File: src/rtl/conv_pkg.sv
// Shared constants and arithmetic helpers for the convolution post-processing path.
package conv_pkg;

  localparam int DEF_IMG_W = 26;
  localparam int DEF_IMG_H = 26;
  localparam int DEF_IN_W  = 32;
  localparam int DEF_OUT_W = 16;
  localparam int DEF_SHIFT = 12;

  // Helpers work on a wide container so any IN_W/OUT_W up to 64 bits fits.
  localparam int MAX_W = 64;

  // ReLU, arithmetic right shift, then clamp to the largest positive out_w-bit value.
  function automatic logic [MAX_W-1:0] relu_requant(input logic signed [MAX_W-1:0] d,
                                                    input int shift,
                                                    input int out_w);
    logic signed [MAX_W-1:0] q;
    logic [MAX_W-1:0] sat;
    sat = (64'd1 << (out_w - 1)) - 64'd1;
    if (d < 0) begin
      return '0;
    end
    q = d >>> shift;
    if ($unsigned(q) > sat) begin
      return sat;
    end
    return $unsigned(q);
  endfunction

  // Unsigned maximum; quantized values are never negative.
  function automatic logic [MAX_W-1:0] umax(input logic [MAX_W-1:0] a,
                                            input logic [MAX_W-1:0] b);
    return (a > b) ? a : b;
  endfunction

endpackage

File: src/rtl/pool_line_buffer.sv
// Half-width line buffer holding the horizontal maxima of the even row of each pooling band.
module pool_line_buffer #(
  parameter int DEPTH = 13,
  parameter int AW    = 4,
  parameter int DW    = 16
) (
  input  logic          clk,
  input  logic          wr_en,
  input  logic [AW-1:0] wr_addr,
  input  logic [DW-1:0] wr_data,
  input  logic [AW-1:0] rd_addr,
  output logic [DW-1:0] rd_data
);

  // No reset: every entry is rewritten on an even row before the odd row reads it.
  logic [DW-1:0] mem [DEPTH];

  // Synchronous write of the even-row horizontal max.
  always_ff @(posedge clk) begin
    if (wr_en) begin
      mem[wr_addr] <= wr_data;
    end
  end

  assign rd_data = mem[rd_addr];

endmodule

File: src/rtl/relu_maxpool2.sv
// ReLU + requantize + 2x2 stride-2 max pool over a raster stream with no backpressure.
module relu_maxpool2
  import conv_pkg::*;
#(
  parameter int IMG_W = DEF_IMG_W,
  parameter int IMG_H = DEF_IMG_H,
  parameter int SHIFT = DEF_SHIFT,
  parameter int IN_W  = DEF_IN_W,
  parameter int OUT_W = DEF_OUT_W
) (
  input  logic             clk,
  input  logic             reset,
  input  logic             in_valid,
  input  logic [IN_W-1:0]  in_data,
  output logic             out_valid,
  output logic [OUT_W-1:0] out_data,
  output logic             frame_done
);

  localparam int CW   = (IMG_W > 1) ? $clog2(IMG_W) : 1;
  localparam int RW   = (IMG_H > 1) ? $clog2(IMG_H) : 1;
  localparam int LB_D = (IMG_W / 2 > 0) ? IMG_W / 2 : 1;
  localparam int AW   = (LB_D > 1) ? $clog2(LB_D) : 1;

  logic [CW-1:0]    col;
  logic [RW-1:0]    row;
  logic [OUT_W-1:0] hold_reg;
  logic [OUT_W-1:0] q;
  logic [OUT_W-1:0] h;
  logic [OUT_W-1:0] pool;
  logic [OUT_W-1:0] lb_rd;
  logic [AW-1:0]    lb_addr;
  logic             lb_we;
  logic             last_col;
  logic             last_row;

  assign q    = OUT_W'(relu_requant(MAX_W'($signed(in_data)), SHIFT, OUT_W));
  assign h    = OUT_W'(umax(MAX_W'(hold_reg), MAX_W'(q)));
  assign pool = OUT_W'(umax(MAX_W'(lb_rd), MAX_W'(h)));

  assign last_col = (col == CW'(IMG_W - 1));
  assign last_row = (row == RW'(IMG_H - 1));

  // Even rows write at odd columns, odd rows read there, so one address serves both ports.
  assign lb_addr = AW'(col >> 1);
  assign lb_we   = in_valid && col[0] && !row[0];

  pool_line_buffer #(
    .DEPTH (LB_D),
    .AW    (AW),
    .DW    (OUT_W)
  ) u_line_buf (
    .clk     (clk),
    .wr_en   (lb_we),
    .wr_addr (lb_addr),
    .wr_data (h),
    .rd_addr (lb_addr),
    .rd_data (lb_rd)
  );

  // Raster position, horizontal hold, and the registered pooled output / frame strobe.
  always_ff @(posedge clk) begin
    if (reset) begin
      col        <= '0;
      row        <= '0;
      hold_reg   <= '0;
      out_valid  <= 1'b0;
      out_data   <= '0;
      frame_done <= 1'b0;
    end else begin
      out_valid  <= 1'b0;
      frame_done <= 1'b0;
      if (in_valid) begin
        // An odd column always has an even partner, so unpaired trailing columns never reach here.
        if (!col[0]) begin
          hold_reg <= q;
        end
        if (col[0] && row[0]) begin
          out_valid <= 1'b1;
          out_data  <= pool;
        end
        if (last_col) begin
          col        <= '0;
          row        <= last_row ? '0 : row + RW'(1);
          frame_done <= last_row;
        end else begin
          col <= col + CW'(1);
        end
      end
    end
  end

endmodule

File: config.mk
export PLATFORM = sky130hd
export DESIGN_NAME = relu_maxpool2
export DESIGN_NICKNAME = d
export VERILOG_FILES = /design/src/rtl/conv_pkg.sv /design/src/rtl/pool_line_buffer.sv /design/src/rtl/relu_maxpool2.sv
export SDC_FILE = /design/constraint.sdc
export NUM_CORES = 1
export LEC_CHECK = 0
export CAP_MARGIN = 20
export CORE_MARGIN = 2
export CORE_UTILIZATION = 35
export CTS_BUF_LIST = sky130_fd_sc_hd__clkbuf_2
export DETAILED_ROUTE_END_ITERATION = 16
export GPL_TIMING_DRIVEN = 0
export MAX_ROUTING_LAYER = met4
export PLACE_DENSITY = 0.47
export SLEW_MARGIN = 10
export SYNTH_ARGS = -nofsm -noshare
export SYNTH_HDL_FRONTEND = slang
export SYNTH_SLANG_ARGS = --single-unit
File: constraint.sdc
create_clock -name clk -period 16.85 [get_ports clk]
set_clock_uncertainty 0.2 [all_clocks]
set_input_delay 2.5275 -clock clk [delete_from_list [all_inputs] [get_ports clk]]
set_output_delay 2.5275 -clock clk [all_outputs]
set_load 0.02 [all_outputs]
==> results.toml <==
[clocking]
postCtsSetupBuffers = 0
numCtsBuffers = 70
cts_resized = 0
worstSkewPairLatency_ns = 0.83
cts_tree = "yes"
cts.sinks = 256
clock_path_buffers = 3
root_buffer = "clkbuf_2"
path_clk_slew_ns = 0.09
cts-htree-levels = 3
postCtsHoldBufs = 0

[finish]
final_cell_mix = "208 x edfxtp_1, 103 x clkbuf_2, 53 x nand2_1"
fill_cells = 2885
multiInputGateArea_sq_um = 3346
drive_above_1_share_pct = 23.79
largest_reg_flops = 208
fin_nets = 903
post-route-util_pct = 41.31
layout_commonest_cell = "edfxtp_1"
ff_latch_area_sq_um = 7207
area.growth.synth_to_final_pct = 16.87

[placed_design]
place_hpwl_um = 18790
io_buffers = 40
gp_congestion = 0.8061

[worst_setup_path]
cp_max_fo = 10
worstPathArrival_ns = 8.75
startpoint_type = "input pin"
slowest_stage = "mux2i_1"
end_kind = "flip-flop"
critPathMaxStageDelay_ns = 0.63
worst_path_most_repeated_cell = "clkbuf_1"
crit_type = "input pin to flip-flop"
required_ns = 17.33
path_cells = "clkdlybuf4s50_1 > or4_1 > clkbuf_1 > clkbuf_1 > nor2_1 > nor2_1 > inv_1 > ha_1 > nand4_2 > or4_4 > o21ai_4 > buf_6 > mux2i_1 > ha_1 > nand2_1 > nor4_1 > o21ai_0 > a31oi_1 > and2_1 > clkbuf_1 > buf_2 > a22oi_1 > o21ai_0"

[synth]
ys_ff_latch = 256
synth_xor_area_share_pct = 0.5700
synth_area_sq_um = 10760
synth_top_family_by_area = "multiplexers"
synth_cell_types = 47
synthSimpleGateAreaFrac_pct = 6.549
synthArstFlopShare_pct = 0
synthMuxAreaShare_pct = 13.61
synth_compound_area_share_pct = 5.514
postSynthCellCount = 707
synth_fa_ha_area_share_pct = 4.188
seq_area_frac_synth_pct = 67.00
yosysWarnings = 0
synth-edff-count = 208
syn-num-nets = 778
synth_top_flop_cell = "edfxtp_1"
syn_area_per_cell_sq_um = 15.21

[pwr]
power.share.switching_pct = 25.67
p_leak_uw = 0.004387
switching_power_uw = 319.6
p_int_uw = 925.5
vdd_ir_drop_max_uv = 31.87
p_seq_share_pct = 55.8
clockPowerShare_pct = 36.8
powerDensity_nw_per_um2 = 99.05
pwr-share-comb_pct = 7.4

[timing]
tns_ns = 0
fmax_mhz = 121.0
setup-violations-final = 0
finalCriticalPeriod_ns = 8.267
rsz0062_at_grt = "no"
maxSlewViolCount = 0
period_share_pct = 49.06
worst_pin_slew_ns = 1.014
slew_headroom_pct = 32.07
hold_viol_final = 0

[floorplan]
rows = 64
die_h_um = 179.3
start_util_pct = 35.35
dieWidth_um = 179.3
core_region_area_sq_um = 30430
dieArea_sq_um = 32150
io_pins = 53

[global_routing]
grt_max_degree = 17
grt.total_usage_pct = 18.40
grt_pass1_vias = 6840
grt_overflow = 0
antenna_found_initial = 1
grt_pass1_wl_um = 41070

[route]
drt_iter0_drc = 464
vias_per_cell = 5.107
routed_wirelength_um = 27740
drcViolationCount = 0
drt_first_pass_iters = 5
detail-route-antenna-nets = 0
wl_per_cell_um = 21.60
vias = 6557

[status]
status = "complete, no violations"

[flow_run]
max_cap_violations = 0

[min_path]
hold_path_class = "flip-flop to flip-flop"
[cell usage after synthesis, types with 15 or more instances]
master	number	area share [%]
clkbuf_1	22	0.77
mux4_2	48	10
ha_1	36	4.2
a21oi_1	38	1.8
o21ai_0	25	1.2
a22oi_1	15	1.0
dfxtp_1	48	8.9
mux2i_1	30	2.8
edfxtp_1	208	58
nor2_1	52	1.8
nand2_1	53	1.8
inv_1	34	1.2
[power by group through the flow]
stage               logic [uW]  registers (uW)  clock network [uW]
floorplan                 60.9             708                   0
global placement          89.7             709                   0
detailed placement        93.8             709                   0
CTS                       94.0             695                 476
global route               103             695                 507
finish                    92.6             695                 458
[critical path, delay by kind of cell]
family                   cells  cell delay, ns
buffers and inverters        7            2.09
multiplexers                 1            0.63
AO/OA/AOI/OAI                5            1.15
adder cells (fa/ha/maj)      2            0.59
AND/OR/NAND/NOR              8            1.75
[cell type report]
class | count | area share (%)
repair buffers | 53 | 4.489
plain buffers | 34 | 1.155
clock buffers | 103 | 4.101
well taps | 396 | 3.941
clock inverters | 24 | 1.334
diodes | 1 | 0.01991
flip-flops and latches | 256 | 57.33
inverters | 34 | 1.015
multi-input cells | 383 | 26.61
[through the flow]
step	total power (uW)	hold WS, ns	setup slack (ns)	cells	instance area [sq um]
global route	1306	0.3059	8.281	1284	12570
floorplan	769.1	0.2347	9.615	707	10760
global placement	798.8	0.2624	7.962	1143	11650
finish	1245	0.2845	8.583	1284	12570
CTS	1265	0.2852	8.722	1283	12570
detailed placement	803.0	0.2719	7.877	1156	11890
[path summary, 6_finish.rpt]
kind | from | to | slack [ns] | cells past startpoint
worst max-delay path | in_data[29] | out_data[3] | 8.58 | 23
worst min-delay path | hold_reg[15] | hold_reg[15] | 0.28 | 2
worst max register to register | flip-flop | out_data[3] | 11.07 | 16
worst min register to register | hold_reg[15] | hold_reg[15] | 0.28 | 2
[cell families after synthesis]
kind of cell    Yosys count
xor+xnor                  7
buf+inv                  68
mux                      85
compound gates          100
fa+ha+maj                36
simple gates            154
other cells               1
flops                   256
[layer usage]
layer	part of all wire [%]	track usage (%)	vias to the layer above
met5	0	-	-
met4	2.2	6.317	0
met3	5.7	3.562	48
met2	47	29.10	197
met1	45	23.83	3307
li1	-	-	3005
Note: power is estimated with default switching activity, not from simulation.
